===== src/rtl/popcount_sequencer_if.sv =====
// Handshake bundle for popcount_sequencer: word in, count out, busy status.
// Latency: n/a (wires only).
// Backpressure: in_ready/out_ready follow the usual valid/ready rules.
//
// Ports (signals):
//   in_valid/in_ready/in_data    : word offered by the producer
//   out_valid/out_ready/out_count: result offered to the consumer
//   busy                         : block is working on or holding a word
// master = producer/consumer side, slave = popcount_sequencer side.
interface popcount_sequencer_if #(
  parameter int NBYTES = 4
);
  localparam int CW = $clog2(8 * NBYTES + 1);

  logic                  in_valid;
  logic                  in_ready;
  logic [8*NBYTES-1:0]   in_data;
  logic                  out_valid;
  logic                  out_ready;
  logic [CW-1:0]         out_count;
  logic                  busy;

  modport master (
    output in_valid, in_data, out_ready,
    input  in_ready, out_valid, out_count, busy
  );

  modport slave (
    input  in_valid, in_data, out_ready,
    output in_ready, out_valid, out_count, busy
  );
endinterface


===== src/rtl/popcount_sequencer.sv =====
// Multi-cycle popcount of an 8*NBYTES-bit word through one shared byte counter.
// Latency: NBYTES cycles accept-to-out_valid (early exit: 1 + highest nonzero byte index).
// Backpressure: one word in flight; in_ready low until the result is taken via out_ready.
//
// Ports: clk, rst_n (synchronous, active-low), bus (popcount_sequencer_if.slave).
// Optional feature macro: POPCOUNT_SEQ_EARLY_EXIT_EN -- finish as soon as no
// set bits remain in the shift register.

// Byte popcount: 8-bit binary_number in, 4-bit num_of_ones out.
// Latency: combinational.
// Backpressure: none.
module count_ones (
  input  logic [7:0] binary_number,
  output logic [3:0] num_of_ones
);
  always_comb begin
    num_of_ones = 4'd0;
    for (int i = 0; i < 8; i++) begin
      num_of_ones = num_of_ones + {3'b000, binary_number[i]};
    end
  end
endmodule

module popcount_sequencer #(
  parameter int NBYTES = 4
) (
  input  logic                 clk,
  input  logic                 rst_n,
  popcount_sequencer_if.slave  bus
);
  localparam int CW = $clog2(8 * NBYTES + 1);
  localparam int IW = (NBYTES > 1) ? $clog2(NBYTES) : 1;
  localparam int W  = 8 * NBYTES;

  typedef enum logic [1:0] {IDLE, RUN, DONE} state_t;

  state_t          state, state_nxt;
  logic [W-1:0]    shreg;
  logic [W-1:0]    shreg_rest;
  logic [CW-1:0]   acc;
  logic [CW-1:0]   sum;
  logic [IW-1:0]   idx;
  logic [3:0]      byte_ones;
  logic            last_byte;
  logic            run_exit_cond;
  logic            accept;
  logic            run_exit;
  logic            out_valid_q;
  logic [CW-1:0]   out_count_q;

  // The only popcount logic in the block: always looks at the low byte.
  count_ones u_count_ones (
    .binary_number (shreg[7:0]),
    .num_of_ones   (byte_ones)
  );

  assign shreg_rest = shreg >> 8;
  assign sum        = acc + CW'(byte_ones);
  assign last_byte  = (idx == IW'(NBYTES - 1));

`ifdef POPCOUNT_SEQ_EARLY_EXIT_EN
  // Nothing left above the current byte means the current sum is final.
  assign run_exit_cond = last_byte || (shreg_rest == '0);
`else
  assign run_exit_cond = last_byte;
`endif

  always_comb begin
    state_nxt = state;
    accept    = 1'b0;
    run_exit  = 1'b0;
    unique case (state)
      IDLE: begin
        if (bus.in_valid) begin
          accept    = 1'b1;
          state_nxt = RUN;
        end
      end
      RUN: begin
        run_exit = run_exit_cond;
        if (run_exit_cond) state_nxt = DONE;
      end
      DONE: begin
        if (bus.out_ready) state_nxt = IDLE;
      end
      default: state_nxt = IDLE;
    endcase
  end

  always_ff @(posedge clk) begin
    if (!rst_n) begin
      state       <= IDLE;
      shreg       <= '0;
      acc         <= '0;
      idx         <= '0;
      out_valid_q <= 1'b0;
      out_count_q <= '0;
    end else begin
      state <= state_nxt;
      if (accept) begin
        shreg <= bus.in_data;
        acc   <= '0;
        idx   <= '0;
      end
      if (state == RUN) begin
        shreg <= shreg_rest;
        idx   <= idx + IW'(1);
        if (run_exit) begin
          out_count_q <= sum;
          out_valid_q <= 1'b1;
        end else begin
          acc <= sum;
        end
      end
      if (state == DONE && bus.out_ready) begin
        out_valid_q <= 1'b0;
      end
    end
  end

  assign bus.in_ready  = (state == IDLE) && rst_n;
  assign bus.busy      = (state != IDLE);
  assign bus.out_valid = out_valid_q;
  assign bus.out_count = out_count_q;
endmodule


===== src/flat_wrapper.sv =====
// flat-port wrapper written by rule: the top's interface ports become plain ports
module popcount_sequencer_flat 
#(
  parameter int NBYTES = 4
)
  (clk, rst_n, bus_in_valid, bus_in_data, bus_out_ready, bus_in_ready, bus_out_valid, bus_out_count, bus_busy);
  popcount_sequencer_if #(.NBYTES(NBYTES)) bus_i ();
  input  logic clk;
  input  logic rst_n;
  input wire logic [$bits(bus_i.in_valid)-1:0] bus_in_valid;
  input wire logic [$bits(bus_i.in_data)-1:0] bus_in_data;
  input wire logic [$bits(bus_i.out_ready)-1:0] bus_out_ready;
  output wire logic [$bits(bus_i.in_ready)-1:0] bus_in_ready;
  output wire logic [$bits(bus_i.out_valid)-1:0] bus_out_valid;
  output wire logic [$bits(bus_i.out_count)-1:0] bus_out_count;
  output wire logic [$bits(bus_i.busy)-1:0] bus_busy;
  assign bus_i.in_valid = bus_in_valid;
  assign bus_i.in_data = bus_in_data;
  assign bus_i.out_ready = bus_out_ready;
  assign bus_in_ready = bus_i.in_ready;
  assign bus_out_valid = bus_i.out_valid;
  assign bus_out_count = bus_i.out_count;
  assign bus_busy = bus_i.busy;
  popcount_sequencer #(.NBYTES(NBYTES)) u_core (.clk(clk), .rst_n(rst_n), .bus(bus_i));
endmodule

===== config.mk =====
export PLATFORM = sky130hd
export DESIGN_NAME = popcount_sequencer_flat
export DESIGN_NICKNAME = d
export VERILOG_FILES = /design/src/rtl/popcount_sequencer_if.sv /design/src/rtl/popcount_sequencer.sv /design/src/flat_wrapper.sv
export SDC_FILE = /design/constraint.sdc
export NUM_CORES = 1
export LEC_CHECK = 0
export ABC_AREA = 1
export BUFFER_PORTS_ARGS = -buffer_cell sky130_fd_sc_hd__buf_2
export CORE_MARGIN = 5
export CORE_UTILIZATION = 49
export CTS_CLUSTER_DIAMETER = 200
export DETAILED_ROUTE_END_ITERATION = 10
export GPL_TIMING_DRIVEN = 0
export PLACE_DENSITY = 0.75
export SETUP_SLACK_MARGIN = 0.4
export SKIP_LAST_GASP = 1
export SYNTH_ARGS = -nofsm -noshare
export SYNTH_HDL_FRONTEND = slang
export SYNTH_SLANG_ARGS = --single-unit
export TNS_END_PERCENT = 50

===== constraint.sdc =====
create_clock -name clk -period 2.9 [get_ports clk]
set_input_delay 0.29 -clock clk [delete_from_list [all_inputs] [get_ports clk]]
set_output_delay 0.29 -clock clk [all_outputs]
set_load 0.03 [all_outputs]

# Word-level counts from Yosys, hierarchy flattened
# Cells that the tools add are included.
# totals
reg_bits	49
latch_bits	0
mem_bits_rw	0
romBits	0
input_bits	36
output_inout_bits	9
mem_count	0
# op_classes
add_sub_neg	9
multipliers	0
n_div	0
n_lt_le_gt_ge	0
eq_ne	6
shifts	0
muxes	14
n_bitwise	1
reduce_logical	9
# op_table
operator	count
$mux W24	2
$mux W6	3
$add A4 B1 Y4	4
$mux W2	5
$add A6 B4 Y6	1
$pmux W2 S3	1
$add A3 B1 Y4	1
$eq A2 B2 Y1 const B	2
$ne A2 B2 Y1 const B	2
$reduce_bool A2 Y1	2
$reduce_or A2 Y1	2
$add A2 B1 Y3	1
$mux W1	3
$reduce_and A3 Y1	1
$add A1 B1 Y2	1
$add A2 B1 Y2 const B	1
$eq A2 B1 Y1 const B	1
$logic_and A1 B1 Y1	2
$logic_not A2 Y1	1
$ne A2 B1 Y1 const B	1
$reduce_and A2 Y1	1
$not A1 Y1	1

# Longest topological paths before layout
# depth
word_depth	10
ltp_mapped	15

# Hierarchy
# From an unflattened synthesis, not the netlist that was laid out.
# unflattened
hier_cells	337
area_unflattened_um2	2482.4
# by_module_without_submodules
module	instances	cells_per_inst	area_per_inst_um2	seq_area_each_um2
popcount_sequencer	1	308	2280.9	980.9
count_ones	1	29	201.4	0.0

# Worst setup path after synthesis
# No wires, ideal clock.
# synth_path
path_type	register to register
startpoint	register u_core.acc[0]
endpoint	register u_core.out_count_q[4], in the netlist u_core.bus.out_count[4]
t_arrival_ns	3.012
t_required_ns	2.792
path_slack_ns	-0.220
path_stages_with_launch	14
n_path_buf	0
synth_period_minus_slack_ns	3.120
cell_sequence	dfxtp_1 fa_1 inv_1 fa_1 fa_1 fa_1 inv_1 fa_1 nand3_1 nand2_1 or2_2 nand2_1 a21o_1 inv_1
# synth_via
elab_chain_len	1
# synth_rtl
element	line_no	source
start, declared	popcount_sequencer.sv:40	logic [CW-1:0] acc;
start signal, assigned	popcount_sequencer.sv:112	acc <= sum;
$add A6 B4 Y6	popcount_sequencer.sv:58	assign sum = acc + CW'(byte_ones);
end signal, assigned	popcount_sequencer.sv:109	out_count_q <= sum;
end, declared	popcount_sequencer.sv:49	logic [CW-1:0] out_count_q;
# No other way between the ends.
# A chain may end at the register's enable or synchronous reset.

# Worst setup path after layout
# Ends and elaborated chain as after synthesis.

==> flow_summary.yaml <==
timing:
  tns_ns: -0.968
  hold_viol: 0
  worst_pin_slew_ns: 0.471
  post-route-min-period_ns: 3.13
  final.setup.worst_slack_ns: -0.230
  report.final.slew_viol_count: 0
  period_share_pct: 108
  hold_ws_ns: 0.215
  grt_setup_unrepaired: "yes"
  relSlewSlack_pct: 68.6
  clock.fmax_ghz: 0.319
  final-setup-viol-count: 7
  finClkSkew_ns: 0.00378
placed_design:
  io_buffers: 44
  hpwl_microns: 4120
  place_congestion: 0.848
  pre_cts_slack_ns: -0.259
  placed_area_sq_um: 2650
critical_path:
  cp-end-kind: "flip-flop"
  critPathLaunch: "u_core.acc[0]"
  ff2ff_path_depth: 13
  slowest_delay_ns: 0.52
  crit_path_frequent_cell: "fa_1"
  r2r_slack_ns: -0.23
  crit_arrival_ns: 3.33
  cp_cell_sequence: "fa_1 -> inv_1 -> fa_1 -> fa_1 -> fa_2 -> inv_2 -> fa_2 -> nand3_2 -> nand2_2 -> or2_4 -> nand2_1 -> a21o_1 -> inv_1"
  required_ns: 3.10
  cp_max_fo: 2
  cp-endpoint: "u_core.bus.out_count[4]"
  r2r-end: "u_core.bus.out_count[4]"
  start_kind: "flip-flop"
  worstSetupPathType: "reg2reg"
  r2r_start: "u_core.acc[0]"
  slowest_stage: "fa_1"
cts:
  cts_buffers: 5
  cts_buffer_depth: 2
  cts_tree: "built"
  htree_levels: 2
  ctsRootBufferMaster: "clkbuf_8"
  clkTransAtPathRegs_ns: 0.08
  clock-sinks: 49
  clk_latency_ns: 0.29
worst_hold_path:
  worstHoldPathType: "in2reg"
  hold_start: "bus_out_ready"
logic_synthesis:
  netlist_instances: 316
  synth_seq_area_share_pct: 41.8
  yosys_warnings: 0
  yosysTopAreaCell: "dfxtp_1"
  synthTopCellsByArea: "dfxtp_1, nand2_1, a21oi_1, inv_1, o21ai_0"
  synth_fp_nets: 364
  ys_types: 28
  syn_area_sq_um: 2350
  avgSynthCellArea_sq_um: 7.43
  synth_top_cell_area_share_pct: 41.8
  synth-seq-cells: 49
routing:
  wl_per_cell_microns: 12.5
  topRoutingLayerUsed: "met4"
  met3WireLength_microns: 313
  drc: 0
  dr.pass1.iters: 4
  routedLengthMet1_microns: 2480
  detail-route-antenna-nets: 0
  wl_met2_microns: 2450
  drt_iter0_markers: 157
  viasPerCell: 4.95
  via_count: 2103
  routed_wl_microns: 5300
die:
  start_util_pct: 50.1
  die_area_sq_um: 6280
  fp.dieW_microns: 79.2
  die_h_microns: 79.2
  core_sq_um: 4690
  io_pins: 45
  rows: 25
layout:
  finalNetCount: 418
  drive_above_1_share_pct: 21.0
  nFillCells: 458
  finish.utilization_pct: 58.8
  multi_input_area_sq_um: 1100
  area_growth_syn_to_layout_pct: 17.5
  antenna_cells: 0
  regArea_sq_um: 982
  final_area_sq_um: 2760
global_route:
  grt_max_degree: 14
  grt_pass1_vias: 2113
  antenna_found_initial: 0
  grt_pass1_wl_microns: 9180
  grt_overflow: 0
  grt_use_total_pct: 18.2
pwr:
  vdd_drop_max_uv: 296
  power_density_nw_per_um2: 554
  power_leakage_uw: 0.00132
status:
  failed_checks: "negative setup slack"
  status: "finished with violations"
run:
  cap_violations: 0
cell usage after synthesis, drive strengths merged:
cell and n:
ha 7, inv 52, buf 10, dfxtp 49, nor3 1, nand4 1
a21o 1, a211oi 3, o21bai 1, a21oi 40, o21ai 59, a31oi 1
or2 1, clkbuf 6, nand2 56, xor2 2, nand3 6, fa 5
o21a 2, nor2 13
worst min path at each step:
stage | cells past startpoint | endpoint | slack, ns
floorplan | 1 | u_core.bus.out_valid | 0.40
global placement | 2 | u_core.shreg[14] | 0.44
detailed placement | 2 | u_core.shreg[13] | 0.44
CTS | 2 | u_core.bus.out_valid | 0.20
global route | 2 | u_core.bus.out_valid | 0.22
finish | 2 | u_core.bus.out_valid | 0.21
per-stage QoR:
stage	cells	power, uW
3_5_place_dp	414	1150
6_report	425	1530
5_1_grt	425	1640
4_1_cts	425	1540
3_3_place_gp	414	1140
2_1_floorplan	316	1030
worst max-delay path: cells and delay by family, from the launching register on:
kind	cells	cell delay [ns]
buffers and inverters	3	0.13
DFF	1	0.34
and+or+nand+nor	4	0.44
adders and majority gates	5	2.02
AOI/OAI and AO/OA	1	0.11
registers in the layout, summed over array words and instances (netlist names):
| name | cells |
|---|---|
| u_core.state | 2 |
| u_core.bus.out_count | 6 |
| u_core.shreg | 32 |
| u_core.bus.out_valid | 1 |
| u_core.acc | 6 |
| u_core.idx | 2 |
layer usage:
| layer | GRT usage (%) | up-vias |
|---|---|---|
| li1 | - | 1119 |
| met1 | 24.4 | 932 |
| met2 | 29.0 | 48 |
| met3 | 4.20 | 4 |
| met4 | 6.36 | 0 |
| met5 | 0 | - |
report_power, final:
group	total, uW	internal (uW)	switching (uW)
clock	376	172	205
combinational	407	165	242
sequential	747	728	18.9
total	1530	1060	465
area by class of cell:
class	count	area share (%)
Buffer	16	3.31
Clock buffer	8	2.90
Inverter	52	7.07
Multi-Input combinational cell	199	39.9
Sequential cell	49	35.6
Tap cell	54	2.45
Timing Repair Buffer	47	8.79
placed cells by master (no fill, tap or decap), drive strengths merged:
cell type / count
a211oi: 3
a21o: 1
a21oi: 40
a31oi: 1
buf: 57
clkbuf: 14
dfxtp: 49
fa: 5
ha: 7
inv: 52
nand2: 56
nand3: 6
nand4: 1
nor2: 13
nor3: 1
o21a: 2
o21ai: 59
o21bai: 1
or2: 1
xor2: 2
timing repair:
item / CTS / global route
pin swaps: 0 / 1
setup buffers: 3 / 0
hold buffers: 0 / 0
endpoints found under the setup margin: 12 / 12
gates resized for setup: 2 / 0
cloned: 0 / 0
kinds of logic after synthesis:
kind of cell	Yosys count	synth area share (%)
buffers and inverters	68	12.2
flip-flops	49	41.8
AO/OA/AOI/OAI	107	23.6
AND/OR/NAND/NOR	78	13.7
adder cells (fa/ha/maj)	12	7.99
XOR/XNOR	2	0.746
No activity file was read; power rests on OpenSTA's default activity.
